<file path="config.mk">
export PLATFORM = sky130hd
export DESIGN_NAME = peripheral_apb4_requester_flat
export DESIGN_NICKNAME = d
export VERILOG_FILES = /design/src/rtl/peripheral_apb4_requester_if.sv /design/src/rtl/peripheral_apb4_requester.sv /design/src/flat_wrapper.sv
export SDC_FILE = /design/constraint.sdc
export NUM_CORES = 1
export LEC_CHECK = 0
export CORE_MARGIN = 10
export CORE_UTILIZATION = 40
export DETAILED_ROUTE_END_ITERATION = 10
export GPL_TIMING_DRIVEN = 0
export HOLD_SLACK_MARGIN = 0.03
export MAX_ROUTING_LAYER = met4
export PLACE_DENSITY = 0.75
export SLEW_MARGIN = 20
export SYNTH_ARGS = -nofsm -noshare
export SYNTH_HDL_FRONTEND = slang
export SYNTH_SLANG_ARGS = --single-unit
export TNS_END_PERCENT = 10
</file>
<file path="constraint.sdc">
create_clock -name PCLK -period 2.4 [get_ports PCLK]
set_clock_uncertainty 0.2 [all_clocks]
set_input_delay 0.36 -clock PCLK [delete_from_list [all_inputs] [get_ports PCLK]]
set_output_delay 0.36 -clock PCLK [all_outputs]
set_load 0.01 [all_outputs]
</file>
<file path="src/rtl/peripheral_apb4_requester_if.sv">
// Command, response and APB4 bus signals of the requester.
// master: requester side; slave: producer/consumer/completer side.
interface peripheral_apb4_requester_if #(
  parameter int ADDR_WIDTH = 32,
  parameter int DATA_WIDTH = 32
);
  logic                  cmd_valid;
  logic                  cmd_ready;
  logic [ADDR_WIDTH-1:0] cmd_addr;
  logic                  cmd_write;
  logic [DATA_WIDTH-1:0] cmd_wdata;

  logic                  rsp_valid;
  logic                  rsp_ready;
  logic [DATA_WIDTH-1:0] rsp_rdata;
  logic                  rsp_err;
  logic                  rsp_timeout;

  logic [ADDR_WIDTH-1:0] PADDR;
  logic                  PWRITE;
  logic                  PSEL;
  logic                  PENABLE;
  logic [DATA_WIDTH-1:0] PWDATA;
  logic [DATA_WIDTH-1:0] PRDATA;
  logic                  PREADY;
  logic                  PSLVERR;

  modport master (
    input  cmd_valid, cmd_addr, cmd_write, cmd_wdata,
    input  rsp_ready, PRDATA, PREADY, PSLVERR,
    output cmd_ready, rsp_valid, rsp_rdata, rsp_err,
    output rsp_timeout, PADDR, PWRITE, PSEL, PENABLE,
    output PWDATA
  );

  modport slave (
    output cmd_valid, cmd_addr, cmd_write, cmd_wdata,
    output rsp_ready, PRDATA, PREADY, PSLVERR,
    input  cmd_ready, rsp_valid, rsp_rdata, rsp_err,
    input  rsp_timeout, PADDR, PWRITE, PSEL, PENABLE,
    input  PWDATA
  );
endinterface

</file>
<file path="src/rtl/peripheral_apb4_requester.sv">
// Single-outstanding APB4 requester with wait-state timeout.
// Ports: PCLK, PRESETn (async low), bus (cmd/rsp/APB, master).
module peripheral_apb4_requester #(
  parameter int ADDR_WIDTH = 32,
  parameter int DATA_WIDTH = 32,
  parameter int TIMEOUT    = 256,
  parameter int CNT_WIDTH  = 16
) (
  input logic PCLK,
  input logic PRESETn,
  peripheral_apb4_requester_if.master bus
);

  localparam bit TO_EN = (TIMEOUT != 0);
  localparam logic [CNT_WIDTH-1:0] TLAST =
    CNT_WIDTH'(TO_EN ? TIMEOUT - 1 : 0);

  typedef enum logic [1:0] {
    IDLE, SETUP, ACCESS, RESP
  } state_t;

  state_t state, state_d;

  logic [CNT_WIDTH-1:0]  cnt, cnt_d;
  logic [ADDR_WIDTH-1:0] paddr, paddr_d;
  logic                  pwrite, pwrite_d;
  logic [DATA_WIDTH-1:0] pwdata, pwdata_d;
  logic                  psel, psel_d;
  logic                  pen, pen_d;
  logic                  rvld, rvld_d;
  logic [DATA_WIDTH-1:0] rdata, rdata_d;
  logic                  rerr, rerr_d;
  logic                  rto, rto_d;

  always_ff @(posedge PCLK or negedge PRESETn) begin
    if (!PRESETn) begin
      state  <= IDLE;
      cnt    <= '0;
      paddr  <= '0;
      pwrite <= 1'b0;
      pwdata <= '0;
      psel   <= 1'b0;
      pen    <= 1'b0;
      rvld   <= 1'b0;
      rdata  <= '0;
      rerr   <= 1'b0;
      rto    <= 1'b0;
    end else begin
      state  <= state_d;
      cnt    <= cnt_d;
      paddr  <= paddr_d;
      pwrite <= pwrite_d;
      pwdata <= pwdata_d;
      psel   <= psel_d;
      pen    <= pen_d;
      rvld   <= rvld_d;
      rdata  <= rdata_d;
      rerr   <= rerr_d;
      rto    <= rto_d;
    end
  end

  always_comb begin
    state_d  = state;
    cnt_d    = cnt;
    paddr_d  = paddr;
    pwrite_d = pwrite;
    pwdata_d = pwdata;
    psel_d   = psel;
    pen_d    = pen;
    rvld_d   = rvld;
    rdata_d  = rdata;
    rerr_d   = rerr;
    rto_d    = rto;
    unique case (state)
      IDLE: begin
        if (bus.cmd_valid) begin
          paddr_d  = bus.cmd_addr;
          pwrite_d = bus.cmd_write;
          pwdata_d = bus.cmd_wdata;
          psel_d   = 1'b1;
          pen_d    = 1'b0;
          state_d  = SETUP;
        end
      end
      SETUP: begin
        pen_d   = 1'b1;
        cnt_d   = '0;
        state_d = ACCESS;
      end
      ACCESS: begin
        if (bus.PREADY) begin
          psel_d  = 1'b0;
          pen_d   = 1'b0;
          rdata_d = pwrite ? '0 : bus.PRDATA;
          rerr_d  = bus.PSLVERR;
          rto_d   = 1'b0;
          rvld_d  = 1'b1;
          state_d = RESP;
        end else if (TO_EN && cnt == TLAST) begin
          // Abandon the completer mid-transfer.
          psel_d  = 1'b0;
          pen_d   = 1'b0;
          rdata_d = '0;
          rerr_d  = 1'b1;
          rto_d   = 1'b1;
          rvld_d  = 1'b1;
          state_d = RESP;
        end else if (cnt != '1) begin
          cnt_d = cnt + 1'b1;
        end
      end
      RESP: begin
        if (bus.rsp_ready) begin
          rvld_d  = 1'b0;
          state_d = IDLE;
        end
      end
    endcase
  end

  assign bus.cmd_ready   = (state == IDLE);
  assign bus.PADDR       = paddr;
  assign bus.PWRITE      = pwrite;
  assign bus.PWDATA      = pwdata;
  assign bus.PSEL        = psel;
  assign bus.PENABLE     = pen;
  assign bus.rsp_valid   = rvld;
  assign bus.rsp_rdata   = rdata;
  assign bus.rsp_err     = rerr;
  assign bus.rsp_timeout = rto;

endmodule

</file>
<file path="src/flat_wrapper.sv">
// flat-port wrapper written by rule: the top's interface ports become plain ports
module peripheral_apb4_requester_flat 
#(
  parameter int ADDR_WIDTH = 32,
  parameter int DATA_WIDTH = 32,
  parameter int TIMEOUT    = 256,
  parameter int CNT_WIDTH  = 16
)
  (PCLK, PRESETn, bus_cmd_valid, bus_cmd_addr, bus_cmd_write, bus_cmd_wdata, bus_rsp_ready, bus_PRDATA, bus_PREADY, bus_PSLVERR, bus_cmd_ready, bus_rsp_valid, bus_rsp_rdata, bus_rsp_err, bus_rsp_timeout, bus_PADDR, bus_PWRITE, bus_PSEL, bus_PENABLE, bus_PWDATA);
  peripheral_apb4_requester_if #(.ADDR_WIDTH(ADDR_WIDTH), .DATA_WIDTH(DATA_WIDTH)) bus_i ();
  input logic PCLK;
  input logic PRESETn;
  input wire logic [$bits(bus_i.cmd_valid)-1:0] bus_cmd_valid;
  input wire logic [$bits(bus_i.cmd_addr)-1:0] bus_cmd_addr;
  input wire logic [$bits(bus_i.cmd_write)-1:0] bus_cmd_write;
  input wire logic [$bits(bus_i.cmd_wdata)-1:0] bus_cmd_wdata;
  input wire logic [$bits(bus_i.rsp_ready)-1:0] bus_rsp_ready;
  input wire logic [$bits(bus_i.PRDATA)-1:0] bus_PRDATA;
  input wire logic [$bits(bus_i.PREADY)-1:0] bus_PREADY;
  input wire logic [$bits(bus_i.PSLVERR)-1:0] bus_PSLVERR;
  output wire logic [$bits(bus_i.cmd_ready)-1:0] bus_cmd_ready;
  output wire logic [$bits(bus_i.rsp_valid)-1:0] bus_rsp_valid;
  output wire logic [$bits(bus_i.rsp_rdata)-1:0] bus_rsp_rdata;
  output wire logic [$bits(bus_i.rsp_err)-1:0] bus_rsp_err;
  output wire logic [$bits(bus_i.rsp_timeout)-1:0] bus_rsp_timeout;
  output wire logic [$bits(bus_i.PADDR)-1:0] bus_PADDR;
  output wire logic [$bits(bus_i.PWRITE)-1:0] bus_PWRITE;
  output wire logic [$bits(bus_i.PSEL)-1:0] bus_PSEL;
  output wire logic [$bits(bus_i.PENABLE)-1:0] bus_PENABLE;
  output wire logic [$bits(bus_i.PWDATA)-1:0] bus_PWDATA;
  assign bus_i.cmd_valid = bus_cmd_valid;
  assign bus_i.cmd_addr = bus_cmd_addr;
  assign bus_i.cmd_write = bus_cmd_write;
  assign bus_i.cmd_wdata = bus_cmd_wdata;
  assign bus_i.rsp_ready = bus_rsp_ready;
  assign bus_i.PRDATA = bus_PRDATA;
  assign bus_i.PREADY = bus_PREADY;
  assign bus_i.PSLVERR = bus_PSLVERR;
  assign bus_cmd_ready = bus_i.cmd_ready;
  assign bus_rsp_valid = bus_i.rsp_valid;
  assign bus_rsp_rdata = bus_i.rsp_rdata;
  assign bus_rsp_err = bus_i.rsp_err;
  assign bus_rsp_timeout = bus_i.rsp_timeout;
  assign bus_PADDR = bus_i.PADDR;
  assign bus_PWRITE = bus_i.PWRITE;
  assign bus_PSEL = bus_i.PSEL;
  assign bus_PENABLE = bus_i.PENABLE;
  assign bus_PWDATA = bus_i.PWDATA;
  peripheral_apb4_requester #(.ADDR_WIDTH(ADDR_WIDTH), .DATA_WIDTH(DATA_WIDTH), .TIMEOUT(TIMEOUT), .CNT_WIDTH(CNT_WIDTH)) u_core (.PCLK(PCLK), .PRESETn(PRESETn), .bus(bus_i));
endmodule
</file>
# Yosys cells after proc, flatten, opt, wreduce, memory -nomap -nowiden
# Cells that the tools add are included.
# Widths: inputs -> output; s select.
dict set report classes {
  add_sub_neg 1
  n_eq_ne 11
  mux 24
  n_reduce_logical 13
}
# cell count
set ops {}
lappend ops {{$mux 32} 3}
lappend ops {{$mux 16} 3}
lappend ops {{$pmux 16 s2} 1}
lappend ops {{$add 16x1->16 const B} 1}
lappend ops {{$eq 16x8->1 const B} 1}
lappend ops {{$ne 16x16->1 const B} 1}
lappend ops {{$reduce_and 3->1} 4}
lappend ops {{$mux 1} 9}
lappend ops {{$mux 2} 4}
lappend ops {{$ne 2x2->1 const B} 4}
lappend ops {{$pmux 2 s4} 1}
lappend ops {{$reduce_bool 2->1} 4}
lappend ops {{$eq 2x2->1 const B} 2}
lappend ops {{$pmux 1 s2} 2}
lappend ops {{$reduce_and 2->1} 2}
lappend ops {{$reduce_and 4->1} 1}
lappend ops {{$ne 3x2->1 const B} 1}
lappend ops {{$pmux 1 s3} 1}
lappend ops {{$reduce_bool 3->1} 1}
lappend ops {{$eq 2x1->1 const B} 1}
lappend ops {{$logic_not 2->1} 1}
lappend ops {{$ne 2x1->1 const B} 1}
dict set report totals {
  wordCells 60
  output_inout_bits 103
  regBits 120
}

# Depth between registers and ports, before layout
dict set report logic_depth {
  word_depth 5
  depth_mapped 8
  ltp_nobuf 7
}

# Worst setup path before layout
# OpenSTA, ideal clock, no wires.
dict set report synth_timing {
  path_kind {reg-to-reg}
  from {reg u_core.state[0]}
  to {reg u_core.paddr[0] (netlist: u_core.bus.PADDR[0])}
  stages_incl_launch_ff 7
  arrival_time_ps 1702
  path_buffers 2
  setup_time_ps 125
  setup_slack_ps 373
  synth_period_minus_slack_ps 2027
  cell_sequence {dfrtp_1 > inv_1 > ha_1 > nand2_1 > clkbuf_1 > buf_2 > mux2_2}
}
dict set report synth_between {
  elab_chain_cells 2
}
# item line_no
set synth_rtl {}
lappend synth_rtl {{from (decl)} peripheral_apb4_requester.sv:22} ;# state_t state, state_d;
lappend synth_rtl {{from (signal assigned)} peripheral_apb4_requester.sv:49} ;# state <= state_d;
lappend synth_rtl {{$logic_not 2->1} --}
lappend synth_rtl {{net bus_cmd_ready} flat_wrapper.sv:21} ;# output wire logic [$bits(bus_i.cmd_ready)-1:0] bus_cmd_ready;
lappend synth_rtl {{$reduce_and 2->1 (no source line)} --}
lappend synth_rtl {{to (signal assigned)} peripheral_apb4_requester.sv:51} ;# paddr <= paddr_d;
lappend synth_rtl {{to (decl)} peripheral_apb4_requester.sv:25} ;# logic [ADDR_WIDTH-1:0] paddr, paddr_d;
# The timed path passes the listed nets, and every way through them passes these cells.
# A chain may end at the register's enable or synchronous reset.

# Worst setup path after layout
dict set report layout_timing {
  from {reg u_core.state[0]}
  to {reg u_core.rdata[16] (netlist: u_core.bus.rsp_rdata[16])}
}
dict set report layout_between {
  elab_chain_cells 2
}
# item line_no
set layout_rtl {}
lappend layout_rtl {{$eq 2x2->1} peripheral_apb4_requester.sv:75} ;# unique case (state)
lappend layout_rtl {{$reduce_and 2->1 (no source line)} --}
lappend layout_rtl {{to (signal assigned)} peripheral_apb4_requester.sv:57} ;# rdata <= rdata_d;
lappend layout_rtl {{to (decl)} peripheral_apb4_requester.sv:31} ;# logic [DATA_WIDTH-1:0] rdata, rdata_d;
# Every way passes these cells.

==> impl_metrics.yaml <==
cts:
  clockRootBuffer: "clkbuf_16"
  htreeDepth: 4
  cts.sinks: 120
  clkSlewWorstSetupHoldPaths_ps: 50
  cts_max_path_buffers: 2
  cts_setup_buffers: 0
  insertion_delay_ps: 410
  cts_tree: "built"
  cts_made_buffers: 17
grt:
  grt_pass1_vias: 4316
  grt_first_pass_wirelength_mm: 23.3
  grt_max_degree: 71
  grt-ovfl-total: 0
  antenna_found_initial: 0
  grt_usage: 0.175
yosys:
  synth-seq-cells: 120
  syn-cell-area_mm2: 0.00499
  syn_nets: 490
  synth-compound-area-share: 0.115
  synth_top_family_by_area: "multiplexers"
  yosys.area_share.simple: 0.0877
  post_synth_inst_count: 382
  synth_edf_count: 0
  netlist-cell-type-count: 51
  synthMuxAreaShare: 0.153
  async_flop_share: 1.00
  synth_ff_type: "dfrtp_1"
  synth_fa_ha_area_frac: 0.0125
  yosysWarningCount: 0
  syn_avg_cell_area_um2: 13.1
  synth-seq-area-share: 0.602
  synthXorXnorAreaFrac: 0.00175
floorplan:
  die_x_um: 132
  io_pins: 206
  initial_core_util: 0.412
  fp-row-count: 40
  die_area_mm2: 0.0173
  core_area_mm2: 0.0121
  die_h_um: 132
drt:
  wire_per_inst_um: 18.5
  dr.pass1.iters: 4
  vias_per_cell: 4.95
  wl_mm: 14.6
  ant_nets: 0
  num_vias: 3902
  drc: 0
  drt-initial-drc-count: 172
setup_path:
  cp.arrival_ps: 2440
  r2r-start: "u_core.state[0]"
  crit_fanout: 10
  start_kind: "flip-flop"
  crit_path_start: "u_core.state[0]"
  cp.required_ps: 2550
  end_kind: "flip-flop"
  criticalPathCategory: "flip-flop to flip-flop"
power_and_ir_drop:
  intPower_uw: 7210
  pwr-share-clk: 0.271
  p_sw_frac: 0.300
  max-vdd-ir-drop_mv: 0.719
  power.density_mw_per_mm2: 1300
  p_leak_uw: 0.00338
  p_seq_frac: 0.324
  comb_power_share: 0.405
  switching_power_uw: 3090
timing:
  final.min_clock_period_ps: 2300
  hold_violations: 0
  worst_pin_slew_ps: 603
  slew_viol_final: 0
  finalCritPeriodShare: 0.957
  rsz0062_at_grt: "true"
  whs_ps: 278
  fin_ws_ps: 104
  max_freq_mhz: 435
  slew_headroom: 0.598
  setup_viol: 0
place:
  dp_slack_ps: -13.8
  globalplace.congestion: 0.863
  dpl.hpwl_mm: 11.1
  portBuffers: 204
  dp.cells: 755
cells_and_area:
  fill_cells: 967
  drive_gt1_frac: 0.205
  stdcell_count: 788
  syn_to_final_growth_pct: 59.2
  nets: 715
  diodes: 0
flow_run:
  cap_violations: 0
status:
  outcome: "complete, no violations"
worst_hold_path:
  min_path_type: "primary input to async pin"
what timing repair did:
item | CTS | global route
gates cloned | 0 | 0
hold buffers | 2 | 0
endpoints found under the setup margin | 2 | 70
hold endpoints to repair | 51 | 0
resized for setup | 0 | 3
cells by family (layout without fill, tap and decap cells):
logic type | after synthesis | count (layout)
AO/OA/AOI/OAI | 81 | 81
adder cells (fa/ha/maj) | 5 | 5
flip-flops | 120 | 120
buffers and inverters | 29 | 267
AND/OR/NAND/NOR | 78 | 78
multiplexers | 68 | 68
XOR/XNOR | 1 | 1
synth_stat cells (2+ instances only):
cell      number  area, um2
nor3_1         4       20.0
and2_1         5       31.3
inv_1          5       18.8
nor3_2         3       30.0
nor3b_1        2       15.0
dfrtp_1      120       3000
o21ai_0       16       80.1
a211oi_1       3       22.5
nand2b_1       2       12.5
buf_4          2       15.0
nand4_1        2       12.5
nor2b_1        3       18.8
nand2_1       29        109
a31oi_1        6       37.5
clkbuf_1       9       33.8
nor2_1         8       30.0
and3_1         5       31.3
nand3b_1       2       15.0
mux2_2        66        743
nand3_1        5       25.0
a21oi_1       18       90.1
ha_1           5       62.6
buf_2         12       60.1
a22o_1        23        201
layout by cell type, fill, tap and decap left out, types with 4 or more instances in the layout:
master | netlist | routed
inv_1 | 5 | 5
dfrtp_1 | 120 | 120
nand3_1 | 5 | 5
bufinv_16 | 0 | 5
clkdlybuf4s50_1 | 0 | 202
clkbuf_1 | 9 | 8
and2_1 | 5 | 5
o21ai_0 | 16 | 16
nor2_1 | 8 | 8
and3_1 | 5 | 5
nand2_1 | 29 | 29
mux2_2 | 66 | 66
ha_1 | 5 | 5
a21oi_1 | 18 | 18
nor3_1 | 4 | 4
clkbuf_16 | 0 | 17
a22o_1 | 23 | 23
buf_2 | 12 | 12
a31oi_1 | 6 | 6
path summary, 6_finish.rpt:
check	end	depth (start not counted)	slack (ps)
min in group PCLK	u_core.bus.rsp_rdata[6]	2	280
max reg2reg	u_core.bus.rsp_rdata[16]	7	100
min	u_core.cnt[13]	2	280
max in group asynchronous	u_core.bus.PADDR[26]	3	1030
max	u_core.bus.rsp_rdata[16]	7	100
min reg2reg	u_core.bus.rsp_rdata[6]	2	280
state kept, by name, summed over array words and instances (netlist names):
name	flops
u_core.bus.PADDR	32
u_core.bus.PWDATA	32
u_core.bus.rsp_rdata	32
u_core.cnt	16
u_core.state	2
u_core.bus.PENABLE	1
u_core.bus.PSEL	1
u_core.bus.PWRITE	1
u_core.bus.rsp_err	1
u_core.bus.rsp_timeout	1
u_core.bus.rsp_valid	1
stage by stage:
step	total power [uW]	setup TNS, ps	cell area (um2)	util
2_1_floorplan	5210	0	4990	-
3_3_place_gp	7480	-459120	7240	0.598
3_5_place_dp	7610	-25.4	7270	0.600
4_1_cts	10400	0	7940	0.656
5_1_grt	10900	-1760	7950	0.656
6_report	10300	0	7950	0.656
routing by layer:
metal / GRT usage / wire, um / vias up / part of all wire
met5: - / 0 / - / 0
met4: 0.0612 / 207 / 0 / 0.014
met3: 0.0827 / 1300 / 17 / 0.089
met2: 0.283 / 7150 / 144 / 0.49
met1: 0.185 / 5930 / 1905 / 0.41
li1: - / - / 1836 / -
area by class of cell:
| cell class | instances | area [um2] | area share |
|---|---|---|---|
| Multi-Input combinational cell | 233 | 1850 | 0.233 |
| Tap cell | 168 | 210 | 0.0265 |
| Clock buffer | 20 | 457 | 0.0575 |
| Inverter | 5 | 18.8 | 0.00236 |
| Buffer | 23 | 118 | 0.0148 |
| Clock inverter | 12 | 196 | 0.0247 |
| Timing Repair Buffer | 207 | 2090 | 0.263 |
| Sequential cell | 120 | 3000 | 0.378 |
power groups by stage:
stage | sequential, uW | combinational [uW] | clock (uW)
after detailed placement | 3360 | 4250 | 0
after global routing | 3450 | 4520 | 2950
after floorplan | 3710 | 1510 | 0
after global placement | 3310 | 4160 | 0
after CTS | 3340 | 4260 | 2850
final | 3340 | 4170 | 2790
worst max-delay path: stages (launching register included):
cell      delay (ps)
dfrtp_1          410
inv_1            100
ha_1             140
clkbuf_1         370
and2_1           210
clkbuf_1         180
clkbuf_1         410
a22o_1           200
Note: power is estimated with default switching activity, not from simulation.
